--- config.mk ---
export PLATFORM = sky130hd
export DESIGN_NAME = instr_encoder_loader
export DESIGN_NICKNAME = d
export VERILOG_FILES = /design/src/rtl/instr_encoder_loader.sv
export SDC_FILE = /design/constraint.sdc
export NUM_CORES = 1
export LEC_CHECK = 0
export ABC_AREA = 0
export CAP_MARGIN = 20
export CORE_MARGIN = 2
export CORE_UTILIZATION = 38
export DETAILED_ROUTE_END_ITERATION = 10
export PLACE_DENSITY_LB_ADDON = 0.05
export SLEW_MARGIN = 25
export SYNTH_ARGS = -nofsm -noshare
export SYNTH_HDL_FRONTEND = slang
export SYNTH_SLANG_ARGS = --single-unit
--- constraint.sdc ---
create_clock -name clk -period 3.2 [get_ports clk]
set_clock_uncertainty 0.15 [all_clocks]
set_input_delay 0.64 -clock clk [delete_from_list [all_inputs] [get_ports clk]]
set_output_delay 0.64 -clock clk [all_outputs]
set_load 0.005 [all_outputs]
--- src/rtl/instr_encoder_loader.sv ---
// Encodes symbolic RV32I-subset instructions into 32-bit words and streams them
// sequentially into instruction memory, one word per cycle, during a load session.
module instr_encoder_loader #(
  parameter int DEPTH  = 256,
  parameter int ADDR_W = $clog2(DEPTH)
) (
  input  logic              clk,
  input  logic              rst_n,
  input  logic              start,
  input  logic              finish,
  input  logic              in_valid,
  output logic              in_ready,
  input  logic [3:0]        in_op,
  input  logic [4:0]        in_rd,
  input  logic [4:0]        in_rs1,
  input  logic [4:0]        in_rs2,
  input  logic [31:0]       in_imm,
  output logic              imem_we,
  output logic [ADDR_W-1:0] imem_addr,
  output logic [31:0]       imem_wdata,
  output logic              busy,
  output logic              done,
  output logic              full,
  output logic [ADDR_W:0]   count,
  output logic              err,
  output logic [7:0]        err_cnt
);

  typedef enum logic [1:0] {
    S_IDLE,
    S_LOAD,
    S_DONE
  } state_t;

  localparam logic [3:0] OP_ADD  = 4'd0;
  localparam logic [3:0] OP_SUB  = 4'd1;
  localparam logic [3:0] OP_AND  = 4'd2;
  localparam logic [3:0] OP_OR   = 4'd3;
  localparam logic [3:0] OP_ADDI = 4'd4;
  localparam logic [3:0] OP_LW   = 4'd5;
  localparam logic [3:0] OP_SW   = 4'd6;
  localparam logic [3:0] OP_BEQ  = 4'd7;
  localparam logic [3:0] OP_BNE  = 4'd8;
  localparam logic [3:0] OP_JAL  = 4'd9;

  localparam logic [ADDR_W:0] DEPTH_C = (ADDR_W + 1)'(DEPTH);

  state_t              state_q, state_d;
  logic [ADDR_W:0]     count_q, count_d;
  logic                err_q, err_d;
  logic [7:0]          err_cnt_q, err_cnt_d;
  logic                we_q, we_d;
  logic [ADDR_W-1:0]   addr_q, addr_d;
  logic [31:0]         wdata_q, wdata_d;

  logic [31:0]         enc;
  logic                legal;
  logic                accept;
  logic signed [31:0]  imm_s;
  logic                fits_12, fits_b, fits_j;

  assign imm_s   = $signed(in_imm);
  assign fits_12 = (imm_s >= -32'sd2048) && (imm_s <= 32'sd2047);
  assign fits_b  = (imm_s >= -32'sd4096) && (imm_s <= 32'sd4094) && !in_imm[0];
  assign fits_j  = (imm_s >= -32'sd1048576) && (imm_s <= 32'sd1048574) && !in_imm[0];

  // NOTE: every always_comb output gets a default first so no path leaves it
  // unassigned; otherwise synthesis infers a latch to hold the old value.
  always_comb begin
    enc   = 32'h0;
    legal = 1'b0;
    unique case (in_op)
      OP_ADD:  begin enc = {7'b0000000, in_rs2, in_rs1, 3'b000, in_rd, 7'b0110011}; legal = 1'b1; end
      OP_SUB:  begin enc = {7'b0100000, in_rs2, in_rs1, 3'b000, in_rd, 7'b0110011}; legal = 1'b1; end
      OP_AND:  begin enc = {7'b0000000, in_rs2, in_rs1, 3'b111, in_rd, 7'b0110011}; legal = 1'b1; end
      OP_OR:   begin enc = {7'b0000000, in_rs2, in_rs1, 3'b110, in_rd, 7'b0110011}; legal = 1'b1; end
      OP_ADDI: begin enc = {in_imm[11:0], in_rs1, 3'b000, in_rd, 7'b0010011}; legal = fits_12; end
      OP_LW:   begin enc = {in_imm[11:0], in_rs1, 3'b010, in_rd, 7'b0000011}; legal = fits_12; end
      OP_SW: begin
        enc   = {in_imm[11:5], in_rs2, in_rs1, 3'b010, in_imm[4:0], 7'b0100011};
        legal = fits_12;
      end
      OP_BEQ, OP_BNE: begin
        enc   = {in_imm[12], in_imm[10:5], in_rs2, in_rs1, (in_op == OP_BNE) ? 3'b001 : 3'b000,
                 in_imm[4:1], in_imm[11], 7'b1100011};
        legal = fits_b;
      end
      OP_JAL: begin
        enc   = {in_imm[20], in_imm[10:1], in_imm[11], in_imm[19:12], in_rd, 7'b1101111};
        legal = fits_j;
      end
      default: begin enc = 32'h0; legal = 1'b0; end
    endcase
  end

  assign busy     = (state_q == S_LOAD);
  assign done     = (state_q == S_DONE);
  assign full     = (count_q == DEPTH_C);
  // count advances on the accept edge, so full already covers any in-flight write
  assign in_ready = busy && !full;
  assign accept   = in_valid && in_ready;

  always_comb begin
    state_d   = state_q;
    count_d   = count_q;
    err_d     = err_q;
    err_cnt_d = err_cnt_q;
    we_d      = 1'b0;
    addr_d    = addr_q;
    wdata_d   = wdata_q;
    unique case (state_q)
      S_IDLE, S_DONE: begin
        if (start) begin
          state_d   = S_LOAD;
          count_d   = '0;
          err_d     = 1'b0;
          err_cnt_d = 8'd0;
        end
      end
      S_LOAD: begin
        if (finish) state_d = S_DONE;
        if (accept) begin
          if (legal) begin
            we_d    = 1'b1;
            addr_d  = count_q[ADDR_W-1:0];
            wdata_d = enc;
            count_d = count_q + 1'b1;
            if (count_d == DEPTH_C) state_d = S_DONE;
          end else begin
            err_d = 1'b1;
            if (err_cnt_q != 8'hFF) err_cnt_d = err_cnt_q + 8'd1;
          end
        end
      end
      default: state_d = S_IDLE;
    endcase
  end

  // NOTE: state registers use non-blocking assignments so every flop samples
  // pre-edge values regardless of statement order.
  always_ff @(posedge clk or negedge rst_n) begin
    if (!rst_n) begin
      state_q   <= S_IDLE;
      count_q   <= '0;
      err_q     <= 1'b0;
      err_cnt_q <= 8'd0;
      we_q      <= 1'b0;
      addr_q    <= '0;
      wdata_q   <= 32'h0;
    end else begin
      state_q   <= state_d;
      count_q   <= count_d;
      err_q     <= err_d;
      err_cnt_q <= err_cnt_d;
      we_q      <= we_d;
      addr_q    <= addr_d;
      wdata_q   <= wdata_d;
    end
  end

  assign imem_we    = we_q;
  assign imem_addr  = addr_q;
  assign imem_wdata = wdata_q;
  assign count      = count_q;
  assign err        = err_q;
  assign err_cnt    = err_cnt_q;

endmodule

# Yosys cells after proc, flatten, opt, wreduce, memory -nomap -nowiden
# Cells that the tools add are included.
[op_classes]
mux = 25
eq_ne = 19
n_lt_le_gt_ge = 6
add_sub_neg = 2
shifts = 0
bitwise = 0
n_reduce_logical = 20
multipliers = 0
div = 0
[op_table]
columns = ["cell", "n"]
rows = [
  ["one-hot mux 32 bit (9 select lines)", 1],
  [">= comparator 32 x 12 -> 1 bit, second input constant", 1],
  [">= comparator 32 x 13 -> 1 bit, second input constant", 1],
  [">= comparator 32 x 21 -> 1 bit, second input constant", 1],
  ["less-or-equal comparator 32 x 12 -> 1 bit, second input constant", 1],
  ["less-or-equal comparator 32 x 13 -> 1 bit, second input constant", 1],
  ["less-or-equal comparator 32 x 21 -> 1 bit, second input constant", 1],
  ["two-way mux 8 bit", 4],
  ["two-way mux 9 bit", 3],
  ["== test 9 bit, second input constant", 2],
  ["one-hot mux 9 bit (2 select lines)", 1],
  ["== test 4 x 3 -> 1 bit, second input constant", 4],
  ["one-hot mux 8 bit (2 select lines)", 1],
  ["two-way mux 2 bit", 5],
  ["adder 9 x 1 -> 9 bit, second input constant", 1],
  ["adder 8 x 1 -> 8 bit, second input constant", 1],
  ["== test 4 x 2 -> 1 bit, second input constant", 2],
  ["== test 4 bit, second input constant", 2],
  ["inequality test 8 bit, second input constant", 1],
  ["AND reduction 4 bit", 2],
  ["logical AND 1 bit", 7],
  ["two-way mux 1 bit", 7],
  ["inequality test 2 x 1 -> 1 bit, second input constant", 3],
  ["AND reduction 5 bit", 1],
  ["other kinds (15)", 18],
]
[word_totals]
latch_bits = 0
inputBits = 56
mem_count = 0
regBits = 61
output_inout_bits = 63
ram_bits = 0
rom_bits = 0

# Longest topological paths before layout
# Gate-level depths: netlist (run 1).
[logic_depth]
ltp_word = 7
depth_mapped = 9
ltp_nobuf = 7

# Worst setup path after synthesis (run 1)
# Ideal clock, no wire load.
[synth_path]
path_kind = "input to register"
startpoint = "in in_imm[29]"
endpoint = "reg wdata_q[17] (netlist: imem_wdata[17])"
path_stages = 8
t_arrival_ns = 2.408
setup_slack_ns = 0.515
path_buffers = 1
setup_ns = 0.127
cell_sequence = "nand4_1 -> or3_4 -> or3_4 -> o22ai_2 -> o21ai_4 -> inv_6 -> buf_6 -> mux2_1"
[synth_between]
elab_chain_len = 5
elab_cells_between_ends = 13
cone_classes = "order compare (6); mux (1); reduce/logical (6)"
[synth_rtl]
columns = ["item", "line", "source"]
rows = [
  ["start, declared", "17", "input logic [31:0] in_imm,"],
  [">= comparator 32 x 21 -> 1 bit (tied with other cells)", "65", "assign fits_j = (imm_s >= -32'sd1048576) && (imm_s <= 32'sd1048574) && !in_imm[0];"],
  ["logical AND 1 bit (on tied branches) (2 in a row)", "65, 64", ""],
  ["one-hot mux 1 bit (4 select lines) (*)", "72", "unique case (in_op)"],
  ["AND reduction 3 bit (no source line) (*)", "n/a", ""],
  ["end signal, assigned", "157", "wdata_q <= wdata_d;"],
  ["end, declared", "54", "logic [31:0] wdata_q, wdata_d;"],
]
# Mark *: on every way between the ends. The rest lies on a longest branch, timed or not.
# A chain may end at the register's enable or synchronous reset.

# Worst setup path after layout (run 1)
[layout_path]
startpoint = "reg count_q[3] (netlist: count[3])"
endpoint = "out full"
[layout_between]
elab_chain_len = 1
[layout_rtl]
columns = ["item", "line", "source"]
rows = [
  ["start, declared", "49", "logic [ADDR_W:0] count_q, count_d;"],
  ["start signal, assigned", "152", "count_q <= count_d;"],
  ["== test 9 bit", "98", "assign full = (count_q == DEPTH_C);"],
  ["end, declared", "23", "output logic full,"],
]
# Every way passes these cells.

==> Implementation_results.wiki, run 1 <==
{| class="wikitable"
! Metric !! Value
|-
| Share of synthesized area occupied by flip-flops and latches || 41.3%
|-
| CTS max path bufs || 2
|-
| Leading cell type in the layout, fill and taps excluded || clkdlybuf4s50_1
|-
| Total gr overflow || 0
|-
| Ant diodes || 0
|-
| H-tree depth || 3
|-
| Overall Power || 2.66 mW
|-
| Final critical-path setup slack || 0.238 ns
|-
| Routed wire length || 9.87 mm
|-
| Total power divided by cell area || 511 nW/µm²
|-
| Placer congestion estimate || 0.831
|-
| Async set-or-reset flop fraction in the synthesized netlist || 100%
|-
| Number of top-level design ports || 119
|-
| Cells resized by post-CTS repair || 0
|-
| Final design utilization || 56.5%
|-
| Slowest stage cell on the critical path || clkdlybuf4s50_1
|-
| Routed wirelength normalized by instance count || 16.1 µm
|-
| Synth area leader || dfrtp_1
|-
| Via count of the first global-routing pass || 3,330
|-
| Clock Sinks || 59
|-
| Global-route total usage across every layer || 20.5%
|-
| Number of buffers inserted by port buffering || 118
|-
| Fraction of layout cells with a size suffix above 1 || 13.7%
|-
| Capturing element type of the critical path || primary output
|-
| Finish-stage setup viols || 0
|-
| Peak supply drop || 319 µV
|-
| Largest cells by area after synthesis || dfrtp_1 (41%), mux2_1 (6.0%), mux2i_1 (4.2%)
|-
| Post-synthesis instance total || 364
|-
| Count of antenna-violating nets left after detailed routing || 0
|-
| Final-stage net count || 558
|-
| Number of setup buffers added after CTS || 0
|-
| Worst Setup Start Kind || flip-flop
|-
| Critical Path, Cell by Cell || nor4b_1, buf_4, and3_1, clkdlybuf4s50_1
|-
| DRC marker count from the first detailed-route iteration || 76
|-
| Data arrival time of the worst path || 2.17 ns
|-
| Seq cells post-synth || 59
|-
| Number of buffer and inverter stages on the critical path || 2
|-
| Total via count after detailed routing || 3,320
|-
| Final period util || 92.6%
|-
| Count of final hold-check violations || 0
|-
| Register clock-pin slew on the reported worst setup and hold paths || 0.06 ns
|-
| Leading cell types in the layout, fill and taps excluded || clkdlybuf4s50_1 (117), dfrtp_1 (59), nand2_1 (32), buf_4 (30), nor2_1 (20)
|-
| Cell Rows || 35
|-
| Run status || complete, no violations
|-
| Clock latency on the worst-skew pair || 0.34 ns
|-
| CP Class || reg -> out
|-
| Largest fanout of any net on the critical path || 11
|-
| Minimum period implied by the final worst setup slack || 2.96 ns
|-
| Pin count of the biggest net entering global routing || 60
|-
| Dominant delay contributor by cell family on the critical path || buffers and inverters
|-
| Total leakage power || 2.20 nW
|-
| Slowest stage delay, CP || 0.52 ns
|-
| Number of iterations in the first detailed-routing pass || 5
|-
| Number of library cell types mapped by synthesis || 61
|-
| Worst slew margin || 48.8%
|-
| Clock root buffer || clkbuf_8
|-
| Number of clock buffers inserted by TritonCTS || 9
|-
| Synth top area share || 41.3%
|-
| Setup repair after global routing missed its margin || false
|-
| Avg Vias per Cell || 5.40
|-
| Horiz. Die Dim || 101 µm
|-
| Post-Place Setup Slack || -0.0230 ns
|-
| Post-Synthesis Net Count || 423
|-
| Initial standard-cell utilization of the core || 38.9%
|-
| Area growth from synthesis to final layout || 45.5%
|-
| Maxcap violations || 0
|-
| Top_reg_cell synth || dfrtp_1
|-
| Height of the die || 101 µm
|-
| Reg-to-reg slack, setup || 0.78 ns
|-
| Fmax || 338 MHz
|-
| # hold bufs at CTS || 0
|-
| Slew at the pin closest to its max-slew limit || 0.768 ns
|-
| Core Footprint || 9200 µm²
|-
| Antenna violations before repair || 0
|-
| Data required time of the critical path || 2.41 ns
|-
| Hold Path Class || in -> async
|-
| Post-detail-place hpwl || 7.48 mm
|-
| Detailed-route DRC error count || 0
|-
| Synthesis warning total || 0
|-
| Die area || 10,200 µm²
|-
| Number of max-slew violations in the final report || 0
|-
| Global-route wire length before repair || 16.6 mm
|-
| CTS tree || done
|-
| Average instance area after synthesis || 9.82 µm²
|-
| Mapped cell area || 3570 µm²
|-
| Count of flip-flops with a built-in enable after synthesis || 0
|}
-- path summary, 6_finish.rpt --
check / startpoint / cells after the start / to
worst max-delay path: count[3] / 4 / full
worst min-delay path: rst_n / 2 / err_cnt[5]
worst max register to register: count[3] / 7 / imem_addr[1]
worst min register to register: imem_wdata[22] / 1 / imem_wdata[22]
max in group asynchronous: rst_n / 2 / imem_wdata[15]
min in group clk: imem_wdata[22] / 1 / imem_wdata[22]
-- routing by layer --
metal  track usage [%]  vias to the layer above  routed length [µm]
met4              4.26                        0                  99
li1                  -                     1623                   -
met5                 0                        -                   0
met2              34.4                       79                4840
met1              26.7                     1609                4490
met3              5.48                        9                 437
-- metrics by stage --
stage	instances	setup TNS, ns	area, µm²	hold WS (ns)
global placement	599	0	4970	0.322
floorplan	364	0	3570	0.194
global route	615	0	5200	0.351
finish	615	0	5200	0.282
CTS	615	0	5200	0.332
detailed placement	599	-0.124	4970	0.329
-- sequential cells by signal (all words and copies together), names as in the netlist --
signal,count
count,9
err,1
err_cnt,8
imem_addr,8
imem_wdata,30
imem_we,1
state_q,2
-- power by group --
part,internal (mW),switching [mW]
Sequential,0.925,0.111
Combinational,0.542,0.300
Clock,0.480,0.302
Total,1.95,0.712
-- cells in the mapped netlist, types with 3 or more instances --
cell and instances:
a211oi_1 4, a21oi_1 18, a221o_1 3, a22o_1 10
a22oi_1 3, a32oi_1 3, and4_1 5, buf_1 5
buf_6 4, clkbuf_1 10, dfrtp_1 59, ha_1 3
inv_1 19, mux2_1 19, mux2_2 9, mux2_4 4
mux2i_1 15, nand2_1 32, nand2b_1 6, nand3_1 15
nand4_1 11, nor2_1 20, nor2b_1 4, nor3_1 9
nor4_1 4, o21ai_0 18, o221ai_1 4, o31ai_1 5
-- cell type report --
cell class	instances	area, µm²
Clock buffer	12	155
Inverter	20	80.1
Timing Repair Buffer	148	1400
Fill cell	870	4000
Tap cell	111	139
Multi-Input combinational cell	261	1880
Sequential cell	59	1480
Clock inverter	4	72.6
-- kinds of logic after synthesis --
logic type	after synthesis	share of synthesized area [%]
AO/OA/AOI/OAI	90	18.8
XOR/XNOR	2	0.490
flip-flops	59	41.3
multiplexers	47	14.7
adder cells (fa/ha/maj)	3	1.05
AND/OR/NAND/NOR	119	17.4
buffers and inverters	44	6.20
No activity file was read; power rests on OpenSTA's default activity.
==> run 2: changes to the inputs <==
Settings changed: ABC_AREA 0 to unset, SLEW_MARGIN 25 to 0.
==> results of run 2 <==
Final layout, timing and power as in run 1 (identical DEF).
